===== src/rtl/imem_if.sv =====
// ---------------------------------------------------------------------------
// imem_if : split request/response instruction-memory port.
//
//   imem_req    fetcher -> memory : address phase valid
//   imem_addr   fetcher -> memory : word-aligned fetch address
//   imem_gnt    memory  -> fetcher: request accepted when req & gnt at an edge
//   imem_rvalid memory  -> fetcher: response word valid (>=1 cycle after gnt)
//   imem_rdata  memory  -> fetcher: instruction word
//
// Handshake: the address phase completes on a rising edge where imem_req and
// imem_gnt are both 1. The data phase completes on any rising edge where
// imem_rvalid is 1; the fetcher never back-pressures a response, and at most
// one request is outstanding at a time.
// ---------------------------------------------------------------------------
interface imem_if;
    logic        imem_req;
    logic [31:0] imem_addr;
    logic        imem_gnt;
    logic        imem_rvalid;
    logic [31:0] imem_rdata;

    modport master (
        output imem_req,
        output imem_addr,
        input  imem_gnt,
        input  imem_rvalid,
        input  imem_rdata
    );

    modport slave (
        input  imem_req,
        input  imem_addr,
        output imem_gnt,
        output imem_rvalid,
        output imem_rdata
    );
endinterface


===== src/rtl/if_stage.sv =====
// ---------------------------------------------------------------------------
// if_stage : RISC-V instruction fetch stage with IF/ID register.
//
// Holds the PC, fetches one word at a time over the imem_if port and presents
// it to decode on I / pc_out / valid. A one-word skid buffer (FULL state)
// catches a response that arrives while decode is stalled, and a DRAIN state
// throws away the response of a fetch made on the wrong path after a redirect.
//
// Ports
//   clk, rst        clock, synchronous active-high reset
//   imem            imem_if.master fetch port
//   stall           decode cannot accept; IF/ID holds
//   branch_taken    redirect from EX (highest priority)
//   branch_target   redirect PC, low two bits ignored
//   I, pc_out       IF/ID instruction and its PC
//   valid           I holds a real instruction
//   dbg_state       current FSM state (REQ/WAIT/DRAIN/FULL)
//   dbg_pc          current fetch PC
// ---------------------------------------------------------------------------
module if_stage #(
    parameter logic [31:0] RESET_PC = 32'h0000_0000
) (
    input  logic        clk,
    input  logic        rst,
    imem_if.master      imem,
    input  logic        stall,
    input  logic        branch_taken,
    input  logic [31:0] branch_target,
    output logic [31:0] I,
    output logic [31:0] pc_out,
    output logic        valid,
    output logic [1:0]  dbg_state,
    output logic [31:0] dbg_pc
);

    localparam logic [1:0] ST_REQ   = 2'd0;
    localparam logic [1:0] ST_WAIT  = 2'd1;
    localparam logic [1:0] ST_DRAIN = 2'd2;
    localparam logic [1:0] ST_FULL  = 2'd3;

    localparam logic [31:0] NOP = 32'h0000_0013;

    logic [1:0]  state_q, state_d;
    logic [31:0] pc_q, pc_d;
    logic [31:0] buf_q, buf_d;
    logic [31:0] instr_q, instr_d;
    logic [31:0] pc_out_q, pc_out_d;
    logic        valid_q, valid_d;

    logic        free;
    logic        capture;
    logic [31:0] capture_word;
    logic [31:0] target_aligned;

    // Masking keeps the whole target bus in use while forcing word alignment.
    assign target_aligned = branch_target & ~32'h0000_0003;

    // IF/ID slot can take a word if it is empty or being consumed this cycle.
    assign free = ~valid_q | ~stall;

    // ------------------------------------------------------------------
    // Fetch FSM and PC
    // ------------------------------------------------------------------
    always_comb begin
        state_d      = state_q;
        pc_d         = pc_q;
        buf_d        = buf_q;
        capture      = 1'b0;
        capture_word = buf_q;

        unique case (state_q)
            ST_REQ: begin
                if (branch_taken) begin
                    pc_d = target_aligned;
                    // A grant in the same cycle launched a wrong-path fetch.
                    if (imem.imem_gnt) state_d = ST_DRAIN;
                end else if (imem.imem_gnt) begin
                    state_d = ST_WAIT;
                end
            end
            ST_WAIT: begin
                if (branch_taken) begin
                    pc_d = target_aligned;
                    // Response in the same cycle is dropped on the floor;
                    // otherwise it is still coming and must be drained.
                    state_d = imem.imem_rvalid ? ST_REQ : ST_DRAIN;
                end else if (imem.imem_rvalid) begin
                    if (free) begin
                        capture      = 1'b1;
                        capture_word = imem.imem_rdata;
                        state_d      = ST_REQ;
                    end else begin
                        buf_d   = imem.imem_rdata;
                        state_d = ST_FULL;
                    end
                end
            end
            ST_DRAIN: begin
                if (branch_taken) pc_d = target_aligned;
                if (imem.imem_rvalid) state_d = ST_REQ;
            end
            ST_FULL: begin
                if (branch_taken) begin
                    pc_d    = target_aligned;
                    state_d = ST_REQ;
                end else if (!stall) begin
                    capture      = 1'b1;
                    capture_word = buf_q;
                    state_d      = ST_REQ;
                end
            end
            default: state_d = ST_REQ;
        endcase

        // The capture PC increment wraps naturally at 2^32.
        if (capture) pc_d = pc_q + 32'd4;
    end

    // ------------------------------------------------------------------
    // IF/ID register
    // ------------------------------------------------------------------
    always_comb begin
        instr_d  = instr_q;
        pc_out_d = pc_out_q;
        valid_d  = valid_q;

        if (capture) begin
            instr_d  = capture_word;
            pc_out_d = pc_q;
            valid_d  = 1'b1;
        end else if (branch_taken) begin
            // Flush wins over stall.
            instr_d = NOP;
            valid_d = 1'b0;
        end else if (stall && valid_q) begin
            instr_d = instr_q;
            valid_d = 1'b1;
        end else begin
            instr_d = NOP;
            valid_d = 1'b0;
        end
    end

    always_ff @(posedge clk) begin
        if (rst) begin
            state_q  <= ST_REQ;
            pc_q     <= RESET_PC;
            buf_q    <= 32'h0;
            instr_q  <= NOP;
            pc_out_q <= RESET_PC;
            valid_q  <= 1'b0;
        end else begin
            state_q  <= state_d;
            pc_q     <= pc_d;
            buf_q    <= buf_d;
            instr_q  <= instr_d;
            pc_out_q <= pc_out_d;
            valid_q  <= valid_d;
        end
    end

    // ------------------------------------------------------------------
    // Outputs
    // ------------------------------------------------------------------
    assign imem.imem_req  = (state_q == ST_REQ) & ~rst;
    assign imem.imem_addr = pc_q;

    assign I         = instr_q;
    assign pc_out    = pc_out_q;
    assign valid     = valid_q;
    assign dbg_state = state_q;
    assign dbg_pc    = pc_q;

endmodule


===== src/flat_wrapper.sv =====
// flat-port wrapper written by rule: the top's interface ports become plain ports
module if_stage_flat 
#(
    parameter logic [31:0] RESET_PC = 32'h0000_0000
)
  (clk, rst, stall, branch_taken, branch_target, I, pc_out, valid, dbg_state, dbg_pc, imem_imem_req, imem_imem_addr, imem_imem_gnt, imem_imem_rvalid, imem_imem_rdata);
  imem_if imem_i ();
  input  logic clk;
  input  logic rst;
  input  logic stall;
  input  logic branch_taken;
  input  logic [31:0] branch_target;
  output logic [31:0] I;
  output logic [31:0] pc_out;
  output logic valid;
  output logic [1:0] dbg_state;
  output logic [31:0] dbg_pc;
  output wire logic [$bits(imem_i.imem_req)-1:0] imem_imem_req;
  output wire logic [$bits(imem_i.imem_addr)-1:0] imem_imem_addr;
  input wire logic [$bits(imem_i.imem_gnt)-1:0] imem_imem_gnt;
  input wire logic [$bits(imem_i.imem_rvalid)-1:0] imem_imem_rvalid;
  input wire logic [$bits(imem_i.imem_rdata)-1:0] imem_imem_rdata;
  assign imem_imem_req = imem_i.imem_req;
  assign imem_imem_addr = imem_i.imem_addr;
  assign imem_i.imem_gnt = imem_imem_gnt;
  assign imem_i.imem_rvalid = imem_imem_rvalid;
  assign imem_i.imem_rdata = imem_imem_rdata;
  if_stage #(.RESET_PC(RESET_PC)) u_core (.clk(clk), .rst(rst), .imem(imem_i), .stall(stall), .branch_taken(branch_taken), .branch_target(branch_target), .I(I), .pc_out(pc_out), .valid(valid), .dbg_state(dbg_state), .dbg_pc(dbg_pc));
endmodule

===== config.mk =====
export PLATFORM = sky130hd
export DESIGN_NAME = if_stage_flat
export DESIGN_NICKNAME = d
export VERILOG_FILES = /design/src/rtl/imem_if.sv /design/src/rtl/if_stage.sv /design/src/flat_wrapper.sv
export SDC_FILE = /design/constraint.sdc
export NUM_CORES = 1
export LEC_CHECK = 0
export ABC_AREA = 1
export BUFFER_PORTS_ARGS = -buffer_cell sky130_fd_sc_hd__clkbuf_2
export CORE_MARGIN = 8
export CORE_UTILIZATION = 25
export CTS_CLUSTER_SIZE = 8
export DETAILED_ROUTE_END_ITERATION = 6
export SLEW_MARGIN = 5
export SYNTH_ARGS = -nofsm -noshare
export SYNTH_HDL_FRONTEND = slang
export SYNTH_SLANG_ARGS = --single-unit

===== constraint.sdc =====
create_clock -name clk -period 4.7 [get_ports clk]
set_input_delay 0.235 -clock clk [delete_from_list [all_inputs] [get_ports clk]]
set_output_delay 0.235 -clock clk [all_outputs]
set_load 0.03 [all_outputs]

---- Yosys cells after proc, flatten, opt, wreduce, memory -nomap -nowiden ----
Cells that the tools add are included.
word-level totals
  register bits ........................... 131
  input bits .............................. 70
operators by class
  equality and inequality tests ........... 9
  muxes and demuxes ....................... 30
  reductions and logical operators ........ 5
  add/subtract/negate cells ............... 1
  bitwise gates (word level) .............. 7
operators by type and width
  kind                   number
  $mux 32                10
  $add 32x3->32 const B  1
  $mux 2                 10
  $mux 1                 8
  $pmux 2 s4             1
  $reduce_and 4->1       2
  $ne 3x3->1 const B     2
  $not 1->1              5
  $eq 2x2->1 const B     2
  $ne 2x2->1 const B     2
  $reduce_or 4->1        1
  $ne 3x1->1 const B     1
  $ne 3x2->1 const B     1
  $eq 2x1->1 const B     1
  $logic_not 2->1        1
  $pmux 1 s2             1
  $and 1x1->1            1
  $logic_and 1x1->1      1
  $or 1x1->1             1

---- Logic depth before layout (Yosys ltp) ----
Gate-level depths: netlist of run 1.
  word-level depth ........................ 7
  depth in mapped cells ................... 12
  mapped depth without buffers ............ 11

---- Least setup slack after synthesis of run 1 ----
No wires, ideal clock.
  path type ............................... reg2reg
  start point ............................. register u_core.pc_q[3], in the netlist u_core.dbg_pc[3]
  end point ............................... register u_core.pc_q[24], in the netlist u_core.dbg_pc[24]
  data arrival time ....................... 1.675 ns
  stages on the path, launching flop included .. 11
  setup slack ............................. 2.908 ns
  path buffers ............................ 0
  period minus slack after synthesis ...... 1.792 ns
  required time ........................... 4.583 ns
  path through ............................ dfxtp_1 -> ha_1 -> nand2_1 -> nor2_1 -> nand2_1 -> nor2_1 -> nand4_1 -> nand2_1 -> nand2_1 -> nor2_1 -> nor2_1
between the ends
  word-level cells in the longest chain between the ends .. 2
RTL lines
  what                      line             source
  start: declaration        if_stage.sv:44   logic [31:0] pc_q, pc_d;
  start signal: assignment  if_stage.sv:154  pc_q <= pc_d;
  $add 32x3->32             if_stage.sv:116  if (capture) pc_d = pc_q + 32'd4;
  $mux 32                   if_stage.sv:116
No other way between the ends.
A chain may end at the register's enable or synchronous reset.

---- Worst setup path after layout of run 1 ----
  start point ............................. register u_core.state_q[0], in the netlist u_core.dbg_state[0]
  end point ............................... register u_core.pc_q[28], in the netlist u_core.dbg_pc[28]
between the ends
  word-level cells in the longest chain between the ends .. 3
RTL lines
  what                                                    line             source
  start: declaration                                      if_stage.sv:43   logic [1:0] state_q, state_d;
  start signal: assignment                                if_stage.sv:153  state_q <= state_d;
  $eq 2x2->1 (tied with other cells)                      if_stage.sv:71   unique case (state_q)
  $pmux 1 s2 or $reduce_or 4->1 (tied branches)           -
  $ne 3x1->1 (no source line) or $mux 32 (tied branches)  -
Several ways; a longest one is shown, not always the timed one.

==> results of run 1 <==
[area by class of cell]
type,count,area share (%)
Clock buffer,23,6.518
Clock inverter,9,1.081
Inverter,87,4.307
Multi-Input combinational cell,604,36.57
Sequential cell,127,33.28
Tap cell,324,5.306
Timing Repair Buffer,196,12.94
[logic make-up after synthesis]
| group | after synthesis |
|---|---|
| and+or+nand+nor | 368 |
| buffers and inverters | 170 |
| AOI/OAI and AO/OA | 223 |
| xor gates and xnor gates | 6 |
| DFF | 127 |
| other | 1 |
| adders and majority gates | 1 |
[report_power, final]
part           internal [mW]  leakage (nW)  total, mW  switching (mW)
Combinational         0.0939          2.07      0.333           0.239
Clock                  0.795         0.273       1.30           0.501
Sequential              1.11          1.03       1.15          0.0448
Total                   2.00          3.38       2.78           0.785
[how the worst min path moves through the flow]
stage | startpoint | to | slack (ns) | cells past startpoint
after floorplan | imem_imem_rdata[10] | u_core.I[10]$_SDFFE_PP0P_ | 0.38 | 2
after global placement | u_core.buf_q[29]$_SDFFE_PP0P_ | u_core.buf_q[29]$_SDFFE_PP0P_ | 0.44 | 2
after detailed placement | u_core.buf_q[17]$_SDFFE_PP0P_ | u_core.buf_q[17]$_SDFFE_PP0P_ | 0.44 | 2
after CTS | imem_imem_rdata[17] | u_core.I[17]$_SDFFE_PP0P_ | 0.04 | 3
after global routing | imem_imem_rdata[5] | u_core.I[5]$_SDFFE_PP0P_ | 0.05 | 3
final | imem_imem_rdata[17] | u_core.I[17]$_SDFFE_PP0P_ | 0.07 | 3
[flip-flops by register name (all words and copies together) (netlist names)]
signal,cells
u_core.I,32
u_core.buf_q,32
u_core.dbg_pc,30
u_core.pc_out,30
u_core.dbg_state,2
u_core.valid,1
[Yosys cell counts, drive strengths merged]
| library cell | number |
|---|---|
| o21a | 3 |
| o221ai | 1 |
| nor2 | 148 |
| o22ai | 1 |
| o21ai | 125 |
| ha | 1 |
| dfxtp | 127 |
| inv | 86 |
| clkinv | 1 |
| nand4 | 11 |
| nor3 | 7 |
| buf | 61 |
| conb | 1 |
| nand3 | 36 |
| or2 | 1 |
| a21oi | 75 |
| o31ai | 2 |
| xnor2 | 3 |
| a31oi | 16 |
| clkbuf | 22 |
| nand2 | 165 |
| xor2 | 3 |
[worst max-delay path, cell delays in order (launching register included)]
cell and delay, ns:
dfxtp_1 0.37, nand2_1 0.08, inv_1 0.18, nand2_2 0.57, nand2_8 0.36, inv_4 0.55
nand2_2 0.42, o21ai_0 0.31, inv_1 0.07, nand2_1 0.06, inv_1 0.03
[layer usage]
metal / up-vias / GRT usage, % / part of all wire, %
met5: - / 0 / 0
li1: 3132 / - / -
met4: 0 / 3.809 / 1.0
met3: 17 / 4.030 / 6.3
met1: 2791 / 16.64 / 46
met2: 198 / 21.98 / 47
[stage by stage]
stage          setup WS (ns)  util, %  power (mW)  cell area (um2)
2_1_floorplan          2.908        -       1.416             6163
5_1_grt                1.207    31.51       2.907             7640
3_5_place_dp           1.376    29.11       1.513             7059
3_3_place_gp           1.392    29.11       1.510             7059
6_report               1.551    31.51       2.782             7640
4_1_cts                1.487    31.51       2.823             7640
==> flow_summary.yaml, run 1 <==
sta:
  clock_skew_ns: 0.01035
  post-route-min-period_ns: 3.149
  drv_slew: 0
  min_period_over_period_pct: 66.99
  clock.fmax_ghz: 0.3176
  tns_ns: 0
  worst_slew_pin_slew_ns: 1.063
  rsz0062_at_grt: "false"
  setup_violations: 0
  whs_ns: 0.06605
  relSlewSlack_pct: 29.06
  hold_viol: 0
layout:
  insertedDiodeCount: 0
  stdcell_count: 1370
  fillers: 2690
  layout_commonest_cell: "clkbuf_2"
  area_growth_pct: 24.33
  multi_input_area_um2: 2794
  final_cell_mix: "193 x clkbuf_2, 160 x nand2_1, 141 x nor2_1"
  regArea_um2: 2542
  drive_above_1_share_pct: 23.33
  nNetsFinal: 1104
global_route:
  grt_first_pass_wirelength_um: 32640
  antenna_found_initial: 0
  grt_max_degree: 81
  grt.total_usage_pct: 13.36
  grt_overflow: 0
  grt_pass1_vias: 5965
clock_network:
  cts_setup_buffers: 0
  clk-insertion-delay-late_ns: 0.42
  clock_path_buffers: 2
  cts.sinks: 127
  cts_tree: "yes"
  numCtsBuffers: 17
  htreeDepth: 4
  clkTransAtPathRegs_ns: 0.06
  cts_root_buf: "clkbuf_16"
  cts_hold_buf: 0
  ctsResizeCount: 0
place:
  place_hpwl_um: 14130
  numPortBuffers: 193
  place_congestion: 0.7803
  dp_cells: 1338
logic_synthesis:
  synth.distinct_cells: 32
  synth_mux_area_share_pct: 0
  synth-seq-area-share_pct: 41.38
  ys_seq_elements: 127
  yosysWarnings: 0
  syn_inst: 896
  synth.avg_cell_area_um2: 6.858
  synth_top_cell_by_area: "dfxtp_1"
  synth_compound_area_share_pct: 18.77
  synth_top_cells_by_area: "dfxtp_1 41%, o21ai_0 9.9%, nand2_1 9.8%, nor2_1 8.7%, a21oi_1 6.1%"
  synth-xor-area-share_pct: 0.8552
  synthSimpleGateAreaFrac_pct: 25.15
  synth_top_family_by_area: "simple AND/OR/NAND/NOR gates"
  synth_top_area_share_pct: 41.38
  synth-adder-area-share_pct: 0.2036
  syn_area_um2: 6145
setup_path:
  worstPathMaxFanout: 68
  worstSetupEndpoint: "u_core.dbg_pc[28]$_SDFFE_PP0P_"
  worst_r2r_startpoint: "u_core.dbg_state[0]$_SDFFE_PP0P_"
  timing.rr.end: "u_core.dbg_pc[28]$_SDFFE_PP0P_"
  worstSetupPathType: "flop to flop"
  rrSetupSlack_ns: 1.55
  end_kind: "flop"
  crit_path_start_kind: "flop"
  cp.required_ns: 5.01
  critical_path_arrival_ns: 3.46
  ff2ff_path_depth: 10
  cp-startpoint: "u_core.dbg_state[0]$_SDFFE_PP0P_"
power_and_ir_drop:
  vdd_drop_max_uv: 159.7
  cellPowerDensity_nw_per_um2: 364.1
  leakagePower_nw: 3.376
status:
  status: "complete, no violations"
die:
  rows: 57
  ios: 202
  die-area_um2: 29850
  die_w_um: 172.8
  start_util_pct: 25.34
  core_area_um2: 24250
  die_h_um: 172.8
drt:
  ant_nets: 0
  wirelength_um: 20360
  drc: 0
  wire_per_inst_um: 14.86
  vias: 6138
  first_pass_iters: 5
  viasPerCell: 4.480
  dr.first_iter.drc_count: 341
flow_run:
  maxCapViolCount: 0
min_path:
  hp-class: "input pin to flop"
Note: power is estimated with default switching activity, not from simulation.
==> run 2, diff against run 1 <==
ABC_AREA = 0   (was 1)
clock period = 3.15 ns   (was 4.7 ns; I/O delays follow)
==> flow_summary.yaml, run 2 <==
setup_path:
  worstPathMaxFanout: 8
  worstSetupPathType: "flop to flop"
  crit_path_start_kind: "flop"
  timing.rr.end: "u_core.dbg_pc[20]$_SDFFE_PP0P_"
  worst_r2r_startpoint: "u_core.dbg_pc[2]$_SDFFE_PP0P_"
  critical_path_arrival_ns: 2.61
  end_kind: "flop"
  cp.required_ns: 3.47
  ff2ff_path_depth: 6
  rrSetupSlack_ns: 0.86
drt:
  drc: 0
  wire_per_inst_um: 16.21
  ant_nets: 0
  wirelength_um: 18790
  dr.first_iter.drc_count: 452
  vias: 5663
  viasPerCell: 4.886
  first_pass_iters: 6
die:
  die-area_um2: 27330
  start_util_pct: 25.46
  core_area_um2: 21890
  die_w_um: 165.3
  die_h_um: 165.3
  rows: 54
  ios: 202
logic_synthesis:
  synth_top_cells_by_area: "dfxtp_1 46%, nand2_1 9.5%, a21oi_1 7.5%, a222oi_1 5.6%, buf_4 5.0%"
  synth_top_area_share_pct: 45.61
  yosys-top-cells-count: "141 x nand2_1, 127 x dfxtp_1, 84 x a21oi_1, 51 x nor2_1, 37 x buf_4"
  synth_top_cell_by_area: "dfxtp_1"
  synth.avg_cell_area_um2: 8.234
  syn_area_um2: 5574
  synth-seq-area-share_pct: 45.61
  ys_seq_elements: 127
  synth-edff-count: 0
  syn_inst: 677
  synth.distinct_cells: 54
  yosysMostFrequentCell: "nand2_1"
  synth_flop_cell: "dfxtp_1"
  synthArstFlopShare_pct: 0
  yosysWarnings: 0
clock_network:
  numCtsBuffers: 17
  clock_path_buffers: 2
  clk-insertion-delay-late_ns: 0.41
  cts.sinks: 127
  cts_root_buf: "clkbuf_16"
  clkTransAtPathRegs_ns: 0.06
  cts_tree: "yes"
  htreeDepth: 4
sta:
  worst_slew_pin_slew_ns: 0.7898
  hold_viol: 0
  setup_violations: 0
  clock.fmax_ghz: 0.4358
  rsz0062_at_grt: "false"
  post-route-min-period_ns: 2.295
  tns_ns: 0
  clock_skew_ns: 0.006833
  min_period_over_period_pct: 72.85
  relSlewSlack_pct: 46.95
  drv_slew: 0
power_and_ir_drop:
  cellPowerDensity_nw_per_um2: 527.9
  vdd_drop_max_uv: 296.4
  power.total_mw: 3.970
  leakagePower_nw: 3.043
global_route:
  grt_pass1_vias: 5419
  grt_first_pass_wirelength_um: 29220
  grt.total_usage_pct: 13.45
  grt_overflow: 0
  antenna_found_initial: 0
  grt_max_degree: 61
status:
  status: "complete, no violations"
layout:
  insertedDiodeCount: 0
  fillers: 2335
  stdcell_count: 1159
  nNetsFinal: 940
  fin_util_pct: 34.35
  layout_commonest_cell: "clkbuf_2"
  area_growth_pct: 34.90
  multi_input_area_um2: 2524
  drive_above_1_share_pct: 28.56
  regArea_um2: 2542
  final_cell_mix: "192 x clkbuf_2, 141 x nand2_1, 127 x dfxtp_1"
min_path:
  hp-class: "input pin to flop"
  worstHoldStart: "branch_target[7]"
  min_path_cells: 3
  hold_end: "u_core.dbg_pc[7]$_SDFFE_PP0P_"
flow_run:
  maxCapViolCount: 0
place:
  place_hpwl_um: 12990
  numPortBuffers: 193
  place_congestion: 0.7454
  dp_cells: 1089
-- run 2: worst max path at each step --
stage,slack [ns],start,cells past startpoint,to
after floorplan,1.08,u_core.dbg_pc[2]$_SDFFE_PP0P_,6,u_core.dbg_pc[20]$_SDFFE_PP0P_
after global placement,0.91,u_core.dbg_state[0]$_SDFFE_PP0P_,5,u_core.dbg_pc[29]$_SDFFE_PP0P_
after detailed placement,0.85,u_core.dbg_pc[2]$_SDFFE_PP0P_,6,u_core.dbg_pc[20]$_SDFFE_PP0P_
after CTS,0.83,u_core.dbg_pc[2]$_SDFFE_PP0P_,6,u_core.dbg_pc[20]$_SDFFE_PP0P_
after global routing,0.70,u_core.dbg_pc[2]$_SDFFE_PP0P_,6,u_core.dbg_pc[20]$_SDFFE_PP0P_
final,0.86,u_core.dbg_pc[2]$_SDFFE_PP0P_,6,u_core.dbg_pc[20]$_SDFFE_PP0P_
-- run 2: what timing repair did --
action / in CTS / in global routing
hold buffers: 41 / 0
setup buffers: 0 / 0
setup endpoints to repair: 0 / 0
endpoints found under the hold margin: 61 / 0
resized for setup: 0 / 0
-- run 2: kinds of logic after synthesis --
kind of cell	after synthesis	synth area share [%]
AND/OR/NAND/NOR	264	21.53
adder cells (fa/ha/maj)	1	0.2244
flip-flops	127	45.61
AO/OA/AOI/OAI	181	21.19
multiplexers	2	0.3816
XOR/XNOR	7	1.100
other	1	0.06728
buffers and inverters	94	9.899
-- run 2: layout make-up --
type | count | share of cell area, %
sequential | 127 | 33.81
timing repair buffer | 253 | 20.23
clock inverter | 6 | 0.7987
multi-input combinational | 461 | 33.56
clock buffer | 23 | 6.489
inverter | 9 | 0.4493
tap | 280 | 4.659
-- run 2: worst max-delay path, stage by stage (launching register included) --
cell	delay, ns
dfxtp_1	0.48
ha_1	0.28
nand3_1	0.23
nor4_4	0.56
nand4_1	0.19
and2_1	0.20
o41ai_2	0.26
-- run 2: where the power goes --
| group | leakage [nW] | internal (mW) | switching, mW |
|---|---|---|---|
| registers | 1.03 | 1.64 | 0.0547 |
| clock network | 0.267 | 1.15 | 0.700 |
| logic | 1.75 | 0.152 | 0.273 |
| total | 3.04 | 2.94 | 1.03 |
-- run 2: per-layer routing --
metal	vias up	GRT usage, %	routed length (um)
li1	2753	-	-
met4	0	4.343	178
met2	204	20.87	8692
met5	-	0	0
met3	13	3.495	1332
met1	2693	17.89	8583
-- run 2: per-stage QoR --
stage / setup WS, ns / hold slack [ns] / instance area (um2)
after floorplan: 1.078 / 0.2935 / 5593
after global placement: 0.9074 / 0.3980 / 6561
after detailed placement: 0.8526 / 0.4013 / 6561
after CTS: 0.8338 / 0.002863 / 7520
after global routing: 0.6988 / 0.01860 / 7520
final: 0.8553 / 0.02952 / 7520
==> run 3, diff against run 2 <==
clock period = 1.9 ns   (was 3.15 ns; I/O delays follow)
==> flow_summary.yaml, run 3 (synthesis gave the netlist of run 2 again) <==
sta:
  relSlewSlack_pct: 54.63
  post-route-min-period_ns: 1.802
  whs_ns: 0.02530
  worst_slew_pin_slew_ns: 0.6789
  hold_viol: 0
  clock_skew_ns: 0.008456
  setup_violations: 0
  drv_slew: 0
  clock.fmax_ghz: 0.5549
  min_period_over_period_pct: 94.85
  postLayoutSetupSlackWorst_ns: 0.09780
layout:
  area_growth_pct: 44.65
  insertedDiodeCount: 0
  nNetsFinal: 980
  final_cell_mix: "192 x clkbuf_2, 141 x nand2_1, 124 x dfxtp_1"
  fin_util_pct: 36.83
  drive_above_1_share_pct: 31.34
  layout_commonest_cell: "clkbuf_2"
drt:
  dr.first_iter.drc_count: 420
  wirelength_um: 19380
  drc: 0
  ant_nets: 0
  vias: 5760
  viasPerCell: 4.792
  first_pass_iters: 5
  wire_per_inst_um: 16.12
clock_network:
  htreeDepth: 4
  numCtsBuffers: 17
  clkTransAtPathRegs_ns: 0.06
  cts_tree: "yes"
  clk-insertion-delay-late_ns: 0.41
  cts.sinks: 127
  clock_path_buffers: 2
  cts_root_buf: "clkbuf_16"
power_and_ir_drop:
  cellPowerDensity_nw_per_um2: 865.5
  power.total_mw: 6.978
  vdd_drop_max_uv: 501.7
  leakagePower_nw: 3.307
setup_path:
  worst_r2r_startpoint: "u_core.valid$_SDFF_PP0_"
  worstSetupPathType: "flop to flop"
  end_kind: "flop"
  crit_path_start_kind: "flop"
  critical_path_arrival_ns: 2.12
  cp.required_ns: 2.22
  worstPathMaxFanout: 16
  ff2ff_path_depth: 7
  cp-startpoint: "u_core.valid$_SDFF_PP0_"
place:
  place_hpwl_um: 13140
  numPortBuffers: 193
  place_congestion: 0.7603
  post-place-ws_ns: 0.04760
min_path:
  hp-class: "input pin to flop"
  min_path_cells: 3
  worstHoldStart: "branch_target[16]"
die:
  die-area_um2: 27330
  die_w_um: 165.3
  ios: 202
  start_util_pct: 25.46
  die_h_um: 165.3
  core_area_um2: 21890
  rows: 54
flow_run:
  maxCapViolCount: 0
global_route:
  grt.total_usage_pct: 13.73
  grt_max_degree: 54
  grt_pass1_vias: 5547
  grt_first_pass_wirelength_um: 29910
  grt_overflow: 0
  antenna_found_initial: 0
status:
  status: "complete, no violations"
run 3: cell count changes in the layout (fill, tap and decap cells not counted), sizes merged:
cell | before | now
buf | 20 | 46
clkinv | 3 | 9
dlygate4sd3 | 41 | 54
clkbuf | 215 | 212
clkinvlp | 2 | 1
bufinv | 1 | 3
run 3: what timing repair did:
item / 4_1_cts / 5_1_grt
gates resized for setup: 0 / 10
hold endpoints to repair: 89 / 0
setup endpoints to repair: 0 / 20
hold buffers: 54 / 0
buffers inserted: 0 / 1
run 3: metal layers:
metal	part of all wire, %	global-route usage (%)	vias to the layer above
met4	0.68	3.815	0
met5	0	0	-
li1	-	-	2842
met3	7.1	3.842	9
met1	45	17.49	2737
met2	48	22.34	172
run 3: area by class of cell:
type | count | area, um2
fill | 2322 | 13830
multi-input combinational | 461 | 2560
sequential | 127 | 2551
timing repair buffer | 293 | 1959
clock buffer | 19 | 442.9
tap | 280 | 350.3
clock inverter | 13 | 165.2
inverter | 9 | 33.78
run 3: power by group:
group          internal [mW]  switching, mW  leakage [nW]
Combinational          0.314          0.507          1.98
Clock                   2.10           1.28         0.297
Sequential              2.71         0.0579          1.03
run 3: per-stage QoR:
stage               TNS (ns)  instance area (um2)  instances
finish                     0                 8063       1202
global route        -0.01545                 8063       1202
CTS                        0                 7988       1200
detailed placement         0                 6839       1114
global placement           0                 6839       1114
floorplan                  0                 5595        682
run 3: path summary, 6_finish.rpt:
path,end,slack (ns)
setup / recovery,u_core.dbg_pc[20]$_SDFFE_PP0P_,0.1
hold / removal,u_core.dbg_pc[16]$_SDFFE_PP0P_,0.03
setup reg to reg,u_core.dbg_pc[20]$_SDFFE_PP0P_,0.1
hold reg to reg,u_core.pc_out[21]$_SDFFE_PP0P_,0.45
run 3: worst max-delay path, cell delays in order, from the launching register on:
cell     delay [ns]
dfxtp_1        0.31
buf_4          0.15
o21a_2         0.24
nor3_4         0.24
buf_12         0.20
nand4_1        0.12
and2_1         0.19
o41ai_2        0.25
